### config.mk
export PLATFORM = sky130hd
export DESIGN_NAME = ucode_sequencer
export DESIGN_NICKNAME = d
export VERILOG_FILES = /design/src/rtl/ucode_sequencer.sv
export SDC_FILE = /design/constraint.sdc
export NUM_CORES = 1
export LEC_CHECK = 0
export BUFFER_PORTS_ARGS = -buffer_cell sky130_fd_sc_hd__clkbuf_2
export CORE_MARGIN = 2
export CORE_UTILIZATION = 46
export DETAILED_ROUTE_END_ITERATION = 8
export GPL_TIMING_DRIVEN = 0
export PLACE_DENSITY = 0.81
export SETUP_SLACK_MARGIN = 0.2
export SLEW_MARGIN = 0
export SYNTH_ARGS = -nofsm -noshare
export SYNTH_HDL_FRONTEND = slang
export SYNTH_SLANG_ARGS = --single-unit
### constraint.sdc
create_clock -name clk -period 2 [get_ports clk]
set_clock_uncertainty 0.2 [all_clocks]
set_input_delay 0.3 -clock clk [delete_from_list [all_inputs] [get_ports clk]]
set_output_delay 0.3 -clock clk [all_outputs]
set_load 0.1 [all_outputs]
### src/rtl/ucode_sequencer.sv
`default_nettype none
// ============================================================================
// Module   : ucode_sequencer
// Purpose  : Sequences the multiply-family microcode ROM between decode and
//            execute; pass-through for all other instructions while idle.
// Revision : 1.0 - initial release
// ============================================================================
module ucode_sequencer #(
  parameter int MAX_UOPS = 32,
  parameter int UPC_W    = 4
) (
  input  logic             clk,
  input  logic             rst_n,
  input  logic [31:0]      instr_in,
  input  logic             instr_valid,
  output logic             instr_ready,
  input  logic [31:0]      ucode_instr,
  output logic [6:0]       mul_opcode,
  output logic [15:0]      immediate,
  output logic [3:0]       reg1,
  output logic [3:0]       reg2,
  output logic [3:0]       dest_reg,
  output logic [UPC_W-1:0] ghost_pc,
  output logic [31:0]      issue_instr,
  output logic             issue_valid,
  input  logic             issue_ready,
  input  logic             br_resolve_valid,
  input  logic             br_taken,
  output logic             stall_fetch,
  output logic             seq_done,
  output logic             seq_error
);

  localparam int c_cnt_w = $clog2(MAX_UOPS + 1);

  typedef enum logic [2:0] {
    ST_IDLE    = 3'd0,
    ST_FETCH   = 3'd1,
    ST_ISSUE   = 3'd2,
    ST_BR_WAIT = 3'd3,
    ST_DONE    = 3'd4
  } state_t;

  state_t             r_state;
  logic [UPC_W-1:0]   r_pc;
  logic [UPC_W-1:0]   r_br_off;
  logic [c_cnt_w-1:0] r_cnt;
  logic [6:0]         r_opcode;
  logic [15:0]        r_imm;
  logic [3:0]         r_reg1;
  logic [3:0]         r_reg2;
  logic [3:0]         r_dest;
  logic               r_error;

  logic [6:0] w_op;
  logic       w_is_mul;
  logic       w_halt;
  logic       w_branch;
  logic       w_wdog;
  logic       w_pc_last;

  assign w_op      = instr_in[31:25];
  assign w_is_mul  = (w_op == 7'b0010000) || (w_op == 7'b0011000) ||
                     (w_op == 7'b0110000) || (w_op == 7'b0111000);
  assign w_halt    = (ucode_instr[31:28] == 4'b1101);
  assign w_branch  = (ucode_instr[31:25] == 7'b1100001);
  assign w_wdog    = (r_cnt == c_cnt_w'(MAX_UOPS));
  assign w_pc_last = &r_pc;

  // Idle is transparent to execute; in ISSUE the ROM word is the payload and
  // a halt (or a watchdog abort) is never presented as valid.
  always_comb begin
    issue_instr = ucode_instr;
    issue_valid = 1'b0;
    instr_ready = 1'b0;
    unique case (r_state)
      ST_IDLE: begin
        issue_instr = instr_in;
        issue_valid = instr_valid & ~w_is_mul;
        instr_ready = w_is_mul | issue_ready;
      end
      ST_ISSUE: issue_valid = ~w_halt & ~w_wdog;
      default: ;
    endcase
  end

  always_ff @(posedge clk or negedge rst_n) begin
    if (!rst_n) begin
      r_state  <= ST_IDLE;
      r_pc     <= '0;
      r_br_off <= '0;
      r_cnt    <= '0;
      r_opcode <= '0;
      r_imm    <= '0;
      r_reg1   <= '0;
      r_reg2   <= '0;
      r_dest   <= '0;
      r_error  <= 1'b0;
    end else begin
      unique case (r_state)
        ST_IDLE: begin
          if (instr_valid && w_is_mul) begin
            r_opcode <= w_op;
            r_dest   <= instr_in[24:21];
            r_reg1   <= instr_in[20:17];
            r_reg2   <= instr_in[16:13];
            r_imm    <= instr_in[15:0];
            r_pc     <= '0;
            r_cnt    <= '0;
            r_state  <= ST_FETCH;
          end
        end
        ST_FETCH: r_state <= ST_ISSUE;
        ST_ISSUE: begin
          if (w_wdog) begin
            r_error <= 1'b1;
            r_state <= ST_DONE;
          end else if (w_halt) begin
            r_state <= ST_DONE;
          end else if (issue_ready) begin
            r_cnt <= r_cnt + c_cnt_w'(1);
            if (w_branch) begin
              // Offset is latched so BR_WAIT does not depend on the ROM port.
              r_br_off <= ucode_instr[UPC_W-1:0];
              r_state  <= ST_BR_WAIT;
            end else if (w_pc_last) begin
              r_error <= 1'b1;
              r_state <= ST_DONE;
            end else begin
              r_pc    <= r_pc + UPC_W'(1);
              r_state <= ST_FETCH;
            end
          end
        end
        ST_BR_WAIT: begin
          if (br_resolve_valid) begin
            if (br_taken) begin
              r_pc    <= r_pc + r_br_off;
              r_state <= ST_FETCH;
            end else if (w_pc_last) begin
              r_error <= 1'b1;
              r_state <= ST_DONE;
            end else begin
              r_pc    <= r_pc + UPC_W'(1);
              r_state <= ST_FETCH;
            end
          end
        end
        ST_DONE: begin
          r_opcode <= '0;
          r_state  <= ST_IDLE;
        end
        default: r_state <= ST_IDLE;
      endcase
    end
  end

  assign mul_opcode  = r_opcode;
  assign immediate   = r_imm;
  assign reg1        = r_reg1;
  assign reg2        = r_reg2;
  assign dest_reg    = r_dest;
  assign ghost_pc    = r_pc;
  assign seq_error   = r_error;
  assign seq_done    = (r_state == ST_DONE);
  assign stall_fetch = (r_state == ST_FETCH) || (r_state == ST_ISSUE) ||
                       (r_state == ST_BR_WAIT);

endmodule
`default_nettype wire

After elaboration in Yosys (flattened, before gate mapping)
Cells that the tools add are included.

storage, ports and cells
  register bits after elaboration = 53
  output and inout port bits = 76
  memories = 0
  latch bits = 0
  word-level logic and storage cells = 96
  bits in read-only memories = 0
  bits in writable memories = 0

cells by class
  divide/modulo/power cells = 0
  bitwise operators = 6
  equality and inequality tests = 22
  reduce and logical (&&, ||, !) cells = 19
  $add $sub $neg = 3
  magnitude comparators = 0
  muxes and demuxes = 36
  multipliers = 0
  shifts and indexed selects = 0

operators with widths
  operator                                        count
  2-to-1 mux 32 bit                               1
  2-to-1 mux 4 bit                                8
  2-to-1 mux 3 bit                                8
  2-to-1 mux 6 bit                                4
  == test 7 x 5 -> 1 bit (second input constant)  2
  == test 7 x 6 -> 1 bit (second input constant)  2
  inequality test 2 bit (second input constant)   7
  one-hot mux 7 bit (2 select lines)              1
  one-hot mux 3 bit (4 select lines)              1
  one-hot mux 4 bit (3 select lines)              1
  one-hot mux 6 bit (2 select lines)              1
  AND reduction 5 bit                             2
  inequality test 3 bit (second input constant)   3
  2-to-1 mux 1 bit                                8
  == test 7 bit (second input constant)           1
  2-to-1 mux 7 bit                                1
  AND reduction 7 bit                             1
  adder 6 x 1 -> 6 bit (second input constant)    1
  == test 3 x 2 -> 1 bit (second input constant)  2
  == test 6 bit (second input constant)           1
  AND reduction 6 bit                             1
  nonzero test 2 bit                              3
  logical OR 1 bit                                5
  adder 4 x 1 -> 4 bit (second input constant)    1
  other kinds (15)                                20

Depth between registers and ports, before layout
Gate-level depths: netlist of the first run.

  depth in word-level cells = 7
  depth in mapped cells = 7
  depth with buffers taken out = 7

Worst setup path after synthesis of the first run
OpenSTA, ideal clock, no wires.

  path type = register to output
  start = reg r_state[1]
  end = out issue_valid
  path slack = -1.117 ns
  buffers on the path = 2
  cell stages (with the launch flop) = 6
  data required time = 1.500 ns
  arrival time = 2.617 ns
  cells stage by stage = dfrtp_1 > buf_4 > nor3_4 > buf_2 > nand2_1 > o22ai_1

between the ends
  word-level cells in the longest chain between the ends = 2
  elaborated cells on any way between the ends = 3
  those cells by class = 1 x eq/ne; 1 x mux; 1 x reduce/logical

ends and longest elaborated chain
  what                                                         RTL line  source
  from (decl)                                                  44        state_t r_state;
  from (signal assigned)                                       89        r_state <= ST_IDLE;
  from (signal assigned)                                       110       r_state <= ST_FETCH;
  from (signal assigned)                                       113       ST_FETCH: r_state <= ST_ISSUE;
  == test 3 x 2 -> 1 bit or logical NOT 3 bit (tied branches)  76        unique case (r_state)
  one-hot mux 1 bit (2 select lines) (*)                       76
  to (decl)                                                    25        output logic issue_valid,

Mark *: on every way between the ends. The rest lies on a longest branch, timed or not.

Worst setup path after layout of the first run
  start = reg r_state[2]
  end = out instr_ready

between the ends
  word-level cells in the longest chain between the ends = 2

ends and longest elaborated chain
  what               RTL line  source
  logical NOT 3 bit  76
  2-to-1 mux 1 bit   76
  to (decl)          16        output logic instr_ready,

No other way between the ends.

==> results.env, run 1 <==
POST-ROUTE-PERIOD-UTIL_PCT=128
TIGHTESTPINTRANSITION_NS=0.712
SETUP_VIOLATIONS=82
FINALWIRELENGTH_UM=19500
LARGEST_REGISTER_FF_COUNT=15
YOSYSWARNINGS=0
SYNTH_CELLS=251
FINALCRITICALPERIOD_NS=2.56
MOST_FREQUENT_STANDARD_CELL_IN_THE_LAYOUT_EXCLUDING_FILL_AND_TAP_CELLS='sky130_fd_sc_hd__clkbuf_2'
WL_PER_CELL_UM=36.7
AREA.GROWTH.SYNTH_TO_FINAL_PCT=99.7
WHS_NS=0.0391
POST_SYNTHESIS_REGISTER_BIT_COUNT=50
SYNTH_AREA_UM2=2890
CRITPATHREQUIREDTIME_NS=1.50
DRIVE_ABOVE_1_SHARE_PCT=75.9
WORST-PATH-MAX-FANOUT=8
SYNTH-EDFF-COUNT=0
HTREE_NUM_LEVELS=2
PIN_COUNT=146
YOSYS-MUX-AREA-FRACTION_PCT=26.9
WORST_HOLD_PATH.NUM_CELLS=2
REPORT.FINAL.SLEW_VIOL_COUNT=0
REG2REGPATHDEPTH=9
DIEHEIGHT_UM=83.3
AVGSYNTHCELLAREA_UM2=11.5
POST-ROUTE-UTIL_PCT=96.4
START_KIND='flop'
RRSETUPSLACK_NS=-0.45
FINAL_CRITICAL_PATH_SETUP_SLACK_NS=-0.564
SEQ_AREA_FRAC_SYNTH_PCT=43.3
SYNTH_FP_NETS=328
MAX_CLOCK_FREQ_GHz=0.390
SYNTH-COMPOUND-AREA-SHARE_PCT=8.04
CRITICAL_PATH.ENDPOINT_TYPE='output pin'
ASYNC_RESET_FF_SHARE_PCT=100
WORSTSKEWPAIRLATENCY_NS=0.32
BUSIEST_LAYER='met2'
SYNTH_TOP_FAMILY_BY_AREA='multiplexers'
GLOBAL_ROUTE.USAGE.MET3_PCT=12.6
CLK_PIN_SLEW_NS=0.11
POSTSYNTH.TOPFLOPCELL='sky130_fd_sc_hd__dfrtp_1'
DRC_ERRORS=0
GRT_REMAINING_OVERFLOW=0
MAXSLEWHEADROOM_PCT=52.3
FLOORPLAN.CORE_AREA_UM2=5990
KIND_OF_CRITICAL_PATH='flop to output pin'
GR-USAGE-ALL-LAYERS_PCT=41.8
GRT_SETUP_UNREPAIRED='true'
SYNTH.LIB_CELLS_USED.DISTINCT=54
PLACE_AREA_UM2=3950
VIA_TOTAL_AFTER_DETAILED_ROUTING=3774
REG2REG_TO='r_cnt[1]'
RR_STARTPOINT='r_state[1]'
DRT_ITER0_DRC=594
POST-ROUTE-CELL-AREA_UM2=5780
TOTAL_HALF_PERIMETER_WIRELENGTH_AFTER_LEGALIZATION_AND_DETAILED_PLACEMENT_UM=6570
GLOBALPLACE.CONGESTION=0.872
GRT_PASS1_VIAS=3530
SYNTHADDERAREAFRAC_PCT=3.29
HOLD_VIOL=0
NUMCLOCKSINKS=50
VIA_PER_INST=7.09
NNETSFINAL=532
CP_DATA_ARRIVAL_TIME_NS=2.06
INITIAL_CORE_UTIL_PCT=48.3
TIMING.HOLD.WORST.START='instr_in[17]'
FIRST_PASS_GRT_WIRE_LENGTH_UM=22200
STATUS='complete, but fails checks'
CTS_TREE='yes'
SIMPLE_GATE_FRACTION_OF_SYNTH_AREA_PCT=13.7
PLACEMENT.SETUP.WORST_SLACK_NS=-0.604
MIN_PATH_TYPE='input pin to flop'
FLOORPLAN.DIE.WIDTH_UM=83.3
HOLD_PATH_END='reg1[0]'
PLACEMENT.IO_BUFFERS=145
VIOLATIONS_IN_THE_FINAL_REPORTS='negative setup slack'
ANTENNA_FOUND_INITIAL=1
SYNTH-XOR-AREA-SHARE_PCT=0.908
FILLERINSTANCES=116
USE_MET2_PCT=67.0
CLK_PATH_BUF_DEPTH=2
DIE-AREA_UM2=6940
CTS_INSERTED_BUFFERS=5
GRT_USE_MET1_PCT=52.0
GRT_START_MAX_NET_PINS=51
FP-ROW-COUNT=28
DRT-PASS1-ITER-COUNT=6
LAYOUT_COMMON_CELLS='108 x sky130_fd_sc_hd__clkbuf_2, 42 x sky130_fd_sc_hd__mux2_4, 42 x sky130_fd_sc_hd__dfrtp_1'
DRV.MAX_CAP_VIOLATION_COUNT=0
CTS-ROOT-BUF='sky130_fd_sc_hd__clkbuf_8'
NUMBER_OF_NETS_WITH_ANTENNA_VIOLATIONS_AFTER_DETAILED_ROUTING=0
-- worst max path at each step --
| stage | startpoint | cells after the start | end | slack, ns |
|---|---|---|---|---|
| finish | r_state[2] | 8 | instr_ready | -0.56 |
| global route | r_state[2] | 8 | instr_ready | -0.55 |
| CTS | r_state[1] | 6 | issue_instr[17] | -0.37 |
| detailed placement | r_state[2] | 5 | issue_instr[5] | -0.60 |
| global placement | r_state[2] | 5 | issue_instr[27] | -0.60 |
| floorplan | r_state[2] | 4 | issue_instr[10] | -0.13 |
-- final cells by class --
class / count / area (um2) / share of cell area (%)
repair buffers: 197 / 2050 / 35.5
multi-input cells: 177 / 2040 / 35.4
flip-flops and latches: 50 / 1270 / 22.0
plain buffers: 13 / 180 / 3.12
well taps: 75 / 93.8 / 1.62
clock buffers: 7 / 86.3 / 1.49
inverters: 11 / 47.5 / 0.823
clock inverters: 1 / 5.00 / 0.0866
diodes: 1 / 2.50 / 0.0433
-- worst max-delay path, cell delays in order, from the launching register on --
cell and delay [ns]:
sky130_fd_sc_hd__dfrtp_1 0.41, sky130_fd_sc_hd__buf_8 0.14, sky130_fd_sc_hd__nor3_4 0.23, sky130_fd_sc_hd__buf_12 0.21
sky130_fd_sc_hd__buf_4 0.14, sky130_fd_sc_hd__buf_8 0.12, sky130_fd_sc_hd__inv_2 0.06, sky130_fd_sc_hd__nor2_4 0.19
sky130_fd_sc_hd__clkbuf_16 0.23
-- routing by layer --
| metal | part of all wire [%] | up-vias |
|---|---|---|
| li1 | - | 1309 |
| met1 | 32 | 1756 |
| met2 | 42 | 502 |
| met3 | 14 | 207 |
| met4 | 11 | 0 |
| met5 | 0 | - |
-- through the flow --
stage | std cells | TNS [ns]
2_1_floorplan | 251 | -3.31
3_3_place_gp | 471 | -20.05
3_5_place_dp | 471 | -20.72
4_1_cts | 509 | -12.34
5_1_grt | 532 | -32.39
6_report | 532 | -32.11
-- kinds of logic (layout without fill, tap and decap cells) --
kind of cell | Yosys count | count (layout)
AOI/OAI and AO/OA | 30 | 30
buffers and inverters | 24 | 229
and+or+nand+nor | 68 | 68
muxes | 69 | 69
other | 0 | 1
adders and majority gates | 7 | 7
DFF | 50 | 50
xor gates and xnor gates | 3 | 3
-- Yosys cell counts (4+ instances only) --
master                    instances  share of area, %
sky130_fd_sc_hd__o21ai_0          4              0.69
sky130_fd_sc_hd__nand2_1         23               3.0
sky130_fd_sc_hd__mux2_2          61                24
sky130_fd_sc_hd__ha_1             6               2.6
sky130_fd_sc_hd__a21oi_1          5              0.86
sky130_fd_sc_hd__buf_2            7               1.2
sky130_fd_sc_hd__inv_1           11               1.4
sky130_fd_sc_hd__nor2_1          11               1.4
sky130_fd_sc_hd__nand3_1          4              0.69
sky130_fd_sc_hd__mux2i_1          6               2.1
sky130_fd_sc_hd__buf_4            4               1.0
sky130_fd_sc_hd__dfrtp_1         50                43
sky130_fd_sc_hd__nor2b_1          6               1.3
-- timing repair --
action / CTS / global route
hold endpoints to repair: 0 / 13
endpoints found under the setup margin: 82 / 87
resized for setup: 176 / 48
gates cloned: 3 / 2
pin swaps: 17 / 15
hold buffers: 0 / 1
buffers inserted: 27 / 18
Power of run 1 is not shown: default switching activity piles up to over one toggle a cycle in this logic, so the estimate is an artifact.
==> run 2: changes to the inputs <==
--- a/config.mk
+++ b/config.mk
@@ -7,10 +7,10 @@
 export LEC_CHECK = 0
 export BUFFER_PORTS_ARGS = -buffer_cell sky130_fd_sc_hd__clkbuf_2
 export CORE_MARGIN = 2
-export CORE_UTILIZATION = 46
+export CORE_UTILIZATION = 30
 export DETAILED_ROUTE_END_ITERATION = 8
 export GPL_TIMING_DRIVEN = 0
-export PLACE_DENSITY = 0.81
+export PLACE_DENSITY = 0.57
 export SETUP_SLACK_MARGIN = 0.2
 export SLEW_MARGIN = 0
 export SYNTH_ARGS = -nofsm -noshare
==> run 2 against run 1 <==
Against the previous run: the run still ends with negative setup slack left; register-to-register slack better by 0.24 ns; via count shrank 28%; design area decreased by 6.3%; core utilization down 38 points; sequential share of layout area increased by 1.5 points; first-iteration DRC count fell by 86%; count of clock-buffer cells in the layout did not move; routed wire length is 49% lower; fmax up 9.6%; global-route usage is 24 points lower; critical path depth shrank 2; highest routed layer unchanged.
==> results.env, run 2 (synthesized netlist as in run 1, its figures left out) <==
STATUS='complete, but fails checks'
VIOLATIONS_IN_THE_FINAL_REPORTS='negative setup slack'
GRT_START_MAX_NET_PINS=51
SETUP_VIOLATIONS=76
DRIVE_ABOVE_1_SHARE_PCT=73.4
VIA_PER_INST=4.76
INITIAL_CORE_UTIL_PCT=31.2
DRT-PASS1-ITER-COUNT=4
CTS_INSERTED_BUFFERS=5
DIE-AREA_UM2=10400
AREA.GROWTH.SYNTH_TO_FINAL_PCT=87.1
FINAL_CRITICAL_PATH_SETUP_SLACK_NS=-0.341
FLOORPLAN.DIE.WIDTH_UM=102
LAYOUT_COMMON_CELLS='109 x sky130_fd_sc_hd__clkbuf_2, 42 x sky130_fd_sc_hd__dfrtp_1, 38 x sky130_fd_sc_hd__mux2_4'
LARGEST_REGISTER_FF_COUNT=15
GR-USAGE-ALL-LAYERS_PCT=18.2
TIGHTESTPINTRANSITION_NS=0.875
TOTAL_HALF_PERIMETER_WIRELENGTH_AFTER_LEGALIZATION_AND_DETAILED_PLACEMENT_UM=6660
RRSETUPSLACK_NS=-0.21
GRT_SETUP_UNREPAIRED='true'
HOLD_VIOL=0
CLK_PIN_SLEW_NS=0.10
DIEHEIGHT_UM=102
MAX_CLOCK_FREQ_GHz=0.427
WHS_NS=0.0196
FP-ROW-COUNT=35
DRT_ITER0_DRC=85
WL_PER_CELL_UM=17.5
MOST_FREQUENT_STANDARD_CELL_IN_THE_LAYOUT_EXCLUDING_FILL_AND_TAP_CELLS='sky130_fd_sc_hd__clkbuf_2'
REG2REG_TO='r_cnt[1]'
PLACEMENT.SETUP.WORST_SLACK_NS=-0.657
REPORT.FINAL.SLEW_VIOL_COUNT=0
NUMBER_OF_ANTENNA_DIODES=0
CRITICAL_PATH.ENDPOINT_TYPE='output pin'
CP_DATA_ARRIVAL_TIME_NS=1.84
CRITPATHREQUIREDTIME_NS=1.50
FINALCRITICALPERIOD_NS=2.34
DRC_ERRORS=0
START_KIND='flop'
MIN_PATH_TYPE='input pin to flop'
VIA_TOTAL_AFTER_DETAILED_ROUTING=2706
NNETSFINAL=516
NUMCLOCKSINKS=50
FIRST_PASS_GRT_WIRE_LENGTH_UM=14500
ANTENNA_FOUND_INITIAL=0
REG2REGPATHDEPTH=11
GRT_PASS1_VIAS=2834
CP-STARTPOINT='r_state[1]'
RR_STARTPOINT='r_state[1]'
GRT_REMAINING_OVERFLOW=0
NUMBER_OF_NETS_WITH_ANTENNA_VIOLATIONS_AFTER_DETAILED_ROUTING=0
HTREE_NUM_LEVELS=2
DRV.MAX_CAP_VIOLATION_COUNT=0
CTS_TREE='yes'
CTS-ROOT-BUF='sky130_fd_sc_hd__clkbuf_8'
WORST-PATH-MAX-FANOUT=6
MAXSLEWHEADROOM_PCT=41.5
KIND_OF_CRITICAL_PATH='flop to output pin'
POST-ROUTE-PERIOD-UTIL_PCT=117
FILLERINSTANCES=776
WORST_HOLD_PATH.NUM_CELLS=3
FINALWIRELENGTH_UM=9980
ENDPOINT='issue_instr[1]'
FLOORPLAN.CORE_AREA_UM2=9280
PIN_COUNT=146
GLOBALPLACE.CONGESTION=0.750
WORSTSKEWPAIRLATENCY_NS=0.31
PLACEMENT.IO_BUFFERS=145
CLK_PATH_BUF_DEPTH=2
[run 2: changes by cell type in the layout (fill, tap and decap cells not counted), moves of 4 or more]
| cell | previous run | this run |
|---|---|---|
| sky130_fd_sc_hd__buf_12 | 8 | 26 |
| sky130_fd_sc_hd__buf_4 | 28 | 22 |
| sky130_fd_sc_hd__clkbuf_16 | 38 | 15 |
| sky130_fd_sc_hd__mux2_2 | 21 | 25 |
| sky130_fd_sc_hd__mux2_4 | 42 | 38 |
[run 2: worst min-delay path by stage]
stage             startpoint       endpoint  slack (ns)
2_1_floorplan          rst_n    dest_reg[0]       -0.20
3_3_place_gp        r_cnt[5]       r_cnt[5]        0.27
3_5_place_dp   mul_opcode[4]  mul_opcode[4]        0.27
4_1_cts         instr_in[28]  mul_opcode[3]        0.03
5_1_grt         instr_in[30]  mul_opcode[5]        0.02
6_report        instr_in[30]  mul_opcode[5]        0.02
[run 2: timing repair]
| item | 4_1_cts | 5_1_grt |
|---|---|---|
| endpoints found under the hold margin | 0 | 18 |
| buffers inserted | 23 | 8 |
| setup endpoints to repair | 82 | 82 |
| resized for setup | 132 | 90 |
| hold buffers | 0 | 1 |
| pin swaps | 9 | 15 |
| gates cloned | 2 | 1 |
[run 2: routing by layer]
metal | track usage, % | vias up | share of wire, %
met5 | 0 | - | 0
met4 | 4.92 | 0 | 2.0
met3 | 6.84 | 15 | 7.9
met2 | 33.4 | 96 | 53
met1 | 19.6 | 1314 | 37
li1 | - | 1281 | -
[run 2: metrics by stage]
| step | instance area [um2] | TNS (ns) | cells | util (%) |
|---|---|---|---|---|
| after floorplan | 3130 | -3.31 | 251 | - |
| after global placement | 4020 | -24.30 | 525 | 43.3 |
| after detailed placement | 4020 | -26.19 | 525 | 43.3 |
| after CTS | 4990 | -13.81 | 558 | 53.8 |
| after global routing | 5410 | -22.60 | 569 | 58.3 |
| final | 5410 | -17.00 | 569 | 58.3 |
[run 2: cell type report]
type	count	area (um2)	share of cell area [%]
well taps	129	161	2.98
repair buffers	181	1730	32.0
inverters	11	47.5	0.878
clock buffers	7	76.3	1.41
multi-input cells	177	1960	36.2
flip-flops and latches	50	1270	23.4
clock inverters	1	7.51	0.139
plain buffers	13	159	2.94
[run 2: worst max-delay path, stage by stage (launching register included)]
cell and delay, ns:
sky130_fd_sc_hd__dfrtp_1 0.39, sky130_fd_sc_hd__buf_6 0.12, sky130_fd_sc_hd__nor3_4 0.15, sky130_fd_sc_hd__buf_6 0.19
sky130_fd_sc_hd__buf_8 0.15, sky130_fd_sc_hd__mux2_4 0.32, sky130_fd_sc_hd__clkbuf_16 0.20
Power of run 2 is left out for the same reason.
